==> src/rtl/countdown_timer_32.sv <==
// countdown_timer_32: loadable 32-bit down-counter with start/stop control, terminal-count pulse and optional auto-reload
module countdown_timer_32 #(
  parameter bit AUTO_RELOAD = 1'b0
) (
  input  logic        clk,
  input  logic        reset,
  input  logic        ce,
  input  logic        load,
  input  logic [31:0] load_val,
  input  logic        start,
  input  logic        stop,
  output logic [31:0] count,
  output logic        busy,
  output logic        done,
  output logic        tc
);
  typedef enum logic [1:0] {ST_IDLE, ST_RUN, ST_DONE} state_t;
  state_t      r_state, w_state_nxt;
  logic [31:0] r_count, w_count_nxt;
  logic [31:0] r_reload, w_reload_nxt;
  logic        r_tc, w_tc_nxt;
  logic        w_cnt_zero, w_cnt_one, w_rel_zero, w_tick;
  assign w_cnt_zero = r_count == 32'd0;
  assign w_cnt_one  = r_count == 32'd1;
  assign w_rel_zero = r_reload == 32'd0;
  assign w_tick     = ce && w_cnt_one;
  // Next-state and datapath: load dominates, then per-state start/stop/ce handling; the terminal tick beats stop
  always_comb begin
    w_state_nxt  = r_state;
    w_count_nxt  = r_count;
    w_reload_nxt = r_reload;
    w_tc_nxt     = 1'b0;
    if (load) begin
      w_count_nxt  = load_val;
      w_reload_nxt = load_val;
      w_state_nxt  = r_state == ST_RUN ? ST_RUN : ST_IDLE;
    end else begin
      unique case (r_state)
        ST_IDLE: if (start) begin
          w_state_nxt = w_cnt_zero ? ST_DONE : ST_RUN;
          w_tc_nxt    = w_cnt_zero;
        end
        ST_RUN: if (w_tick) begin
          w_tc_nxt    = 1'b1;
          w_count_nxt = AUTO_RELOAD ? r_reload : 32'd0;
          w_state_nxt = AUTO_RELOAD ? ST_RUN : ST_DONE;
        end else if (stop) begin
          w_state_nxt = ST_IDLE;
        end else if (ce && !w_cnt_zero) begin
          w_count_nxt = r_count - 32'd1;
        end
        ST_DONE: if (start) begin
          w_count_nxt = r_reload;
          w_state_nxt = w_rel_zero ? ST_DONE : ST_RUN;
          w_tc_nxt    = w_rel_zero;
        end
        default: w_state_nxt = ST_IDLE;
      endcase
    end
  end
  // State register
  always_ff @(posedge clk) begin
    if (reset) r_state <= ST_IDLE;
    else       r_state <= w_state_nxt;
  end
  // Count, reload and terminal-count pulse registers
  always_ff @(posedge clk) begin
    if (reset) begin
      r_count  <= '0;
      r_reload <= '0;
      r_tc     <= 1'b0;
    end else begin
      r_count  <= w_count_nxt;
      r_reload <= w_reload_nxt;
      r_tc     <= w_tc_nxt;
    end
  end
  assign count = r_count;
  assign busy  = r_state == ST_RUN;
  assign done  = r_state == ST_DONE;
  assign tc    = r_tc;
endmodule

==> config.mk <==
export PLATFORM = sky130hd
export DESIGN_NAME = countdown_timer_32
export DESIGN_NICKNAME = d
export VERILOG_FILES = /design/src/rtl/countdown_timer_32.sv
export SDC_FILE = /design/constraint.sdc
export NUM_CORES = 1
export LEC_CHECK = 0
export BUFFER_PORTS_ARGS = -buffer_cell sky130_fd_sc_hd__buf_2
export CAP_MARGIN = 20
export CELL_PAD_IN_SITES_DETAIL_PLACEMENT = 1
export CELL_PAD_IN_SITES_GLOBAL_PLACEMENT = 2
export CORE_AREA = 2 2 110 112
export CTS_BUF_LIST = sky130_fd_sc_hd__clkbuf_2 sky130_fd_sc_hd__clkbuf_4 sky130_fd_sc_hd__clkbuf_8
export DETAILED_ROUTE_END_ITERATION = 8
export DIE_AREA = 0 0 112 114
export PLACE_DENSITY = 0.88
export SLEW_MARGIN = 20
export SYNTH_ARGS = -nofsm -noshare
export SYNTH_HDL_FRONTEND = slang
export SYNTH_SLANG_ARGS = --single-unit
==> constraint.sdc <==
create_clock -name clk -period 3.5 [get_ports clk]
set_input_delay 0.35 -clock clk [delete_from_list [all_inputs] [get_ports clk]]
set_output_delay 0.35 -clock clk [all_outputs]
set_load 0.01 [all_outputs]
==> results of run 1 <==
critical path: cells and delay by family, from the launching register on:
kind | cells | cell delay (ns)
compound gates | 2 | 0.44
simple gates | 4 | 2.10
flops | 1 | 0.39
metrics by stage:
stage,cell area (µm²),setup WS [ns],hold slack [ns]
6_report,4530,0.472,0.242
4_1_cts,4520,0.487,0.224
5_1_grt,4530,0.292,0.247
3_3_place_gp,4290,0.608,0.485
2_1_floorplan,3820,0.779,0.481
3_5_place_dp,4290,0.507,0.498
layout by cell type (no fill, tap or decap), types with 5 or more instances in the layout:
cell type  count
dfxtp_1       67
nand3_1        7
or3_1         11
a21oi_1       40
mux2i_1       31
buf_4         10
clkbuf_8      11
or2_2          5
inv_1         22
nand2b_1      12
nor3_1        21
o21ai_0       16
o32ai_1       18
a221oi_1       8
a22oi_1        7
a22o_1         5
a222oi_1       6
buf_2         72
nor2_1        52
or4_1          7
nand2_1       23
nor4_1        21
metal layers:
metal	track usage (%)	up-vias	share of wire (%)
met5	0	-	0
met4	7.40	0	1.7
met3	3.93	15	4.8
met2	33.1	96	46
met1	27.4	1875	48
li1	-	1878	-
Yosys cell counts (4+ instances only):
cell type  instances  area [µm²]
a21oi_1           40         200
a222oi_1           6        60.1
mux2i_1           31         310
or2_2              5        31.3
nor2b_1            4        25.0
or3_1             11        68.8
inv_1             22        82.6
a22oi_1            7        52.6
o32ai_2            4        65.1
nand3_1            7        35.0
nor3_1            21         105
nor2_1            52         195
buf_2              6        30.0
nand4_1            4        25.0
a22o_1             5        43.8
a31oi_1            4        25.0
or4_1              7        52.6
clkbuf_1          26        97.6
dfxtp_1           67        1340
o32ai_1           18         158
nand2b_1          12        75.1
o21ai_0           16        80.1
nand2_1           23        86.3
a221oi_1           8        70.1
nor4_1            21         131
cell families (layout without fill, tap and decap cells):
| logic type | Yosys count | after routing | share of synthesized area, % |
|---|---|---|---|
| compound gates | 129 | 129 | 24.5 |
| fa+ha+maj | 3 | 3 | 0.981 |
| buf+inv | 58 | 120 | 6.58 |
| flops | 67 | 67 | 35.1 |
| mux | 31 | 31 | 8.11 |
| simple gates | 180 | 180 | 24.8 |
final timing paths:
path | from | to | slack [ns] | cells after the start
worst max-delay path | count[9]$_SDFFE_PP0P_ | count[18]$_SDFFE_PP0P_ | 0.47 | 6
worst min-delay path | load_val[15] | r_reload[15]$_SDFFE_PP0P_ | 0.24 | 3
worst max register to register | count[9]$_SDFFE_PP0P_ | count[18]$_SDFFE_PP0P_ | 0.47 | 6
worst min register to register | count[12]$_SDFFE_PP0P_ | count[12]$_SDFFE_PP0P_ | 0.52 | 2
power by group:
part           leakage, nW  switching, W  internal (W)
clock network        0.116      0.000330      0.000447
logic                 1.19      0.000356      0.000232
registers            0.552     0.0000698      0.000821
total                 1.85      0.000755       0.00150
area by class of cell:
cell class                 instances  area, µm²  area share (%)
multi-input combinational        343       2250            49.8
sequential                        67       1340            29.6
timing repair buffer              82        435            9.61
tap                              147        184            4.06
clock buffer                      12        159            3.51
inverter                          22       82.6            1.82
clock inverter                     4       72.6            1.60
sequential cells by signal, summed over array words and instances (netlist names):
signal and count:
tc 1, count 32, r_reload 32, r_state 2
==> results_dict.tcl, run 1 <==
set metrics [dict create \
    p_per_area_mw_per_mm2 498 \
    grt_setup_unrepaired "no" \
    grt_overflow 0 \
    drtPass1Iterations 4 \
    drc 0 \
    syn_to_final_growth_pct 18.4 \
    die_w_um 112 \
    io_pins 73 \
    dp_hpwl_um 9200 \
    rows 40 \
    cp-end-kind "flip-flop" \
    cp_common_cell "or2_2" \
    async_reset_ff_share_pct 0 \
    drive_above_1_share_pct 21.7 \
    clock_sinks 67 \
    clock.fmax_ghz 0.330 \
    max-clock-path-buffers 2 \
    setup_tns_ns 0 \
    gp_congestion 0.820 \
    place_inst 661 \
    post-cts-setup-buffers 0 \
    cts_tree "built" \
    initialDrtViolationCount 226 \
    antenna_left 0 \
    start_util_pct 32.7 \
    ys.flop_type "dfxtp_1" \
    ctsResizeCount 0 \
    grt_pass1_wl_um 20900 \
    clk_pin_slew_ns 0.08 \
    grt_max_degree 68 \
    critical_path.max_stage_delay_ns 0.70 \
    report.final.hold_viol_count 0 \
    min_period_ns 3.03 \
    cp_slowest_cell "or4_1" \
    via_per_inst 5.71 \
    finalMaxSlewViolations 0 \
    synth_nets 509 \
    numCtsBuffers 9 \
    ys_types 52 \
    final_nets 566 \
    syn_area_mm2 0.00382 \
    arrival_ns 3.30 \
    synth_edf_count 0 \
    p_total_w 0.00226 \
    setup_viol 0 \
    finClkSkew_ns 0.00633 \
    die_area_mm2 0.0128 \
    worst_ir_drop_vdd_uv 251 \
    critPathRequiredTime_ns 3.77 \
    crit_type "flip-flop to flip-flop" \
    io_buffer_count 72 \
    min_period_over_period_pct 86.5 \
    syn_avg_cell_area_um2 8.17 \
    yosys_warnings 0 \
    cts_max_level 3 \
    grt_pass1_vias 3990 \
    postLayoutCoreUtil_pct 38.7 \
    wl_um 12900 \
    slew-limit-headroom_pct 42.8 \
    final_cells 677 \
    die_h_um 114 \
    start_kind "flip-flop" \
    synth.yosys.seq_area_share_pct 35.1 \
    cp_max_fo 17 \
    grt_usage_pct 20.5 \
    outcome "finished, final reports clean" \
    coreArea_mm2 0.0117 \
    vias 3864 \
    crit_chain "or4_1 -> or2_2 -> nor4_1 -> o211ai_4 -> or2_2 -> o32ai_1" \
    ys_ff_latch 67 \
    worstSkewPairLatency_ns 0.36 \
    drv_cap 0 \
    n_antenna_cell 0 \
    worstMarginPinSlew_ns 0.858 \
    hp-class "input pin to flip-flop" \
    clockRootBuffer "clkbuf_8" \
    antenna_found_initial 0 \
    netlist_instances 468 \
    p_leak_nw 1.85 \
    ctsHoldBuffers 0 \
    routedWlPerCell_um 19.0 \
    fillers 1467 \
]
(Power assumes the default switching activity.)
==> run 2, diff against run 1 <==
--- a/config.mk
+++ b/config.mk
@@ -9,11 +9,10 @@
 export CAP_MARGIN = 20
 export CELL_PAD_IN_SITES_DETAIL_PLACEMENT = 1
 export CELL_PAD_IN_SITES_GLOBAL_PLACEMENT = 2
-export CORE_AREA = 2 2 110 112
-export CTS_BUF_LIST = sky130_fd_sc_hd__clkbuf_2 sky130_fd_sc_hd__clkbuf_4 sky130_fd_sc_hd__clkbuf_8
+export CORE_AREA = 2 2 113 115
 export DETAILED_ROUTE_END_ITERATION = 8
-export DIE_AREA = 0 0 112 114
-export PLACE_DENSITY = 0.88
+export DIE_AREA = 0 0 115 117
+export PLACE_DENSITY = 0.84
 export SLEW_MARGIN = 20
 export SYNTH_ARGS = -nofsm -noshare
 export SYNTH_HDL_FRONTEND = slang
==> constraint.sdc (replaced) <==
create_clock -name clk -period 3.35 [get_ports clk]
set_input_delay 0.335 -clock clk [delete_from_list [all_inputs] [get_ports clk]]
set_output_delay 0.335 -clock clk [all_outputs]
set_load 0.01 [all_outputs]
==> results_dict.tcl, run 2 (synthesized netlist as in run 1, its figures left out) <==
set metrics [dict create \
    outcome "finished, final reports clean" \
    drtPass1Iterations 5 \
    slew-limit-headroom_pct 41.6 \
    arrival_ns 3.33 \
    via_per_inst 5.69 \
    die_area_mm2 0.0135 \
    place_ws_ns 0.279 \
    clock.fmax_ghz 0.323 \
    die_h_um 117 \
    worstMarginPinSlew_ns 0.876 \
    seq_area_mm2 0.00134 \
    p_clk_share_pct 40.0 \
    drive_above_1_share_pct 22.6 \
    max-clock-path-buffers 2 \
    grt_overflow 0 \
    cp_max_fo 22 \
    drc 0 \
    wl_um 13300 \
    crit_type "flip-flop to flip-flop" \
    cp_slowest_cell "or4_4" \
    min_period_over_period_pct 92.4 \
    combPwrFrac_pct 24.4 \
    power_switching_share_pct 32.4 \
    grt_max_degree 75 \
    grt_pass1_vias 3994 \
    grt_pass1_wl_um 21500 \
    initialDrtViolationCount 336 \
    grt_setup_unrepaired "no" \
    start_kind "flip-flop" \
    n_antenna_cell 0 \
    coreArea_mm2 0.0123 \
    antenna_left 0 \
    critPathRequiredTime_ns 3.58 \
    drv_cap 0 \
    setup_viol 0 \
    ctsHoldBuffers 0 \
    crit_chain "or4_4 -> or4_4 -> or4_4 -> o211ai_4 -> buf_4 -> a21oi_1 -> o32ai_1" \
    syn_to_final_growth_pct 22.2 \
    gp_congestion 0.843 \
    p_total_w 0.00262 \
    multiInputGateArea_mm2 0.00225 \
    rows 41 \
    finalMaxSlewViolations 0 \
    fillers 1507 \
    clockRootBuffer "clkbuf_16" \
    p_per_area_mw_per_mm2 560 \
    clock_sinks 67 \
    timing.final.ws_setup_ns 0.253 \
    report.final.hold_viol_count 0 \
    cp-end-kind "flip-flop" \
    min_period_ns 3.10 \
    clk_pin_slew_ns 0.06 \
    pwr-share-seq_pct 35.6 \
    worstSkewPairLatency_ns 0.34 \
    io_buffer_count 72 \
    routedWlPerCell_um 19.4 \
    die_w_um 115 \
    layout_common_cells "buf_2, dfxtp_1, nor2_1, a21oi_1, mux2i_1" \
    start_util_pct 31.1 \
    dp_hpwl_um 9550 \
    numCtsBuffers 9 \
    critical_path.max_stage_delay_ns 0.60 \
    critPathBufInv 1 \
    intPower_w 0.00177 \
    post-cts-setup-buffers 0 \
    cts_tree "built" \
    cp_common_cell "or4_4" \
    antenna_found_initial 0 \
    p_switching_w 0.000848 \
    grt_usage_pct 20.5 \
    hp-class "input pin to flip-flop" \
    final_nets 572 \
    io_pins 73 \
    setup_tns_ns 0 \
    layout_commonest_cell "buf_2" \
    p_leak_nw 1.92 \
    finClkSkew_ns 0.00629 \
    cts_max_level 3 \
    critical_path.top_delay_family "simple AND/OR/NAND/NOR gates" \
    vias 3905 \
    ctsResizeCount 0 \
    worst_ir_drop_vdd_uv 206 \
]
## run 2: power groups by stage
stage,clock network [W],logic [W],registers [W]
2_1_floorplan,0,0.000406,0.000943
4_1_cts,0.00106,0.000639,0.000929
3_5_place_dp,0,0.000631,0.000947
5_1_grt,0.00110,0.000704,0.000941
3_3_place_gp,0,0.000614,0.000944
6_report,0.00105,0.000639,0.000931
## run 2: area by class of cell
cell class	instances	area share, %
Clock buffer	9	4.82
Tap cell	150	4.02
Clock inverter	7	2.17
Inverter	22	1.77
Multi-Input combinational cell	343	48.2
Sequential cell	67	28.7
Timing Repair Buffer	88	10.3
## run 2: per-stage QoR
stage / hold WS, ns / cell area, µm² / utilization, % / instances
after floorplan: 0.481 / 3820 / - / 468
after global placement: 0.484 / 4340 / 35.3 / 670
after detailed placement: 0.492 / 4340 / 35.3 / 670
after CTS: 0.250 / 4670 / 37.9 / 686
after global routing: 0.275 / 4670 / 38.0 / 686
final: 0.250 / 4670 / 38.0 / 686
## run 2: worst paths after layout
kind / slack (ns) / depth (start not counted) / end / from
max reg2reg: 0.25 / 7 / count[20]$_SDFFE_PP0P_ / count[19]$_SDFFE_PP0P_
max: 0.25 / 7 / count[20]$_SDFFE_PP0P_ / count[19]$_SDFFE_PP0P_
min: 0.25 / 3 / r_reload[20]$_SDFFE_PP0P_ / load_val[20]
min reg2reg: 0.50 / 2 / count[14]$_SDFFE_PP0P_ / count[14]$_SDFFE_PP0P_
## run 2: worst register-to-register path: stages (launching register included)
cell      delay (ns)
dfxtp_1         0.36
or4_4           0.59
or4_4           0.60
or4_4           0.51
o211ai_4        0.19
buf_4           0.35
a21oi_1         0.09
o32ai_1         0.29
## run 2: routing by layer
layer  GRT usage (%)  routed length [µm]  share of wire (%)  vias up
met4            6.02                 162                1.2        0
met1            28.0                6180                 46     1915
met5               0                   0                  0        -
met2            33.3                6330                 47       86
li1                -                   -                  -     1891
met3            3.55                 667                5.0       13
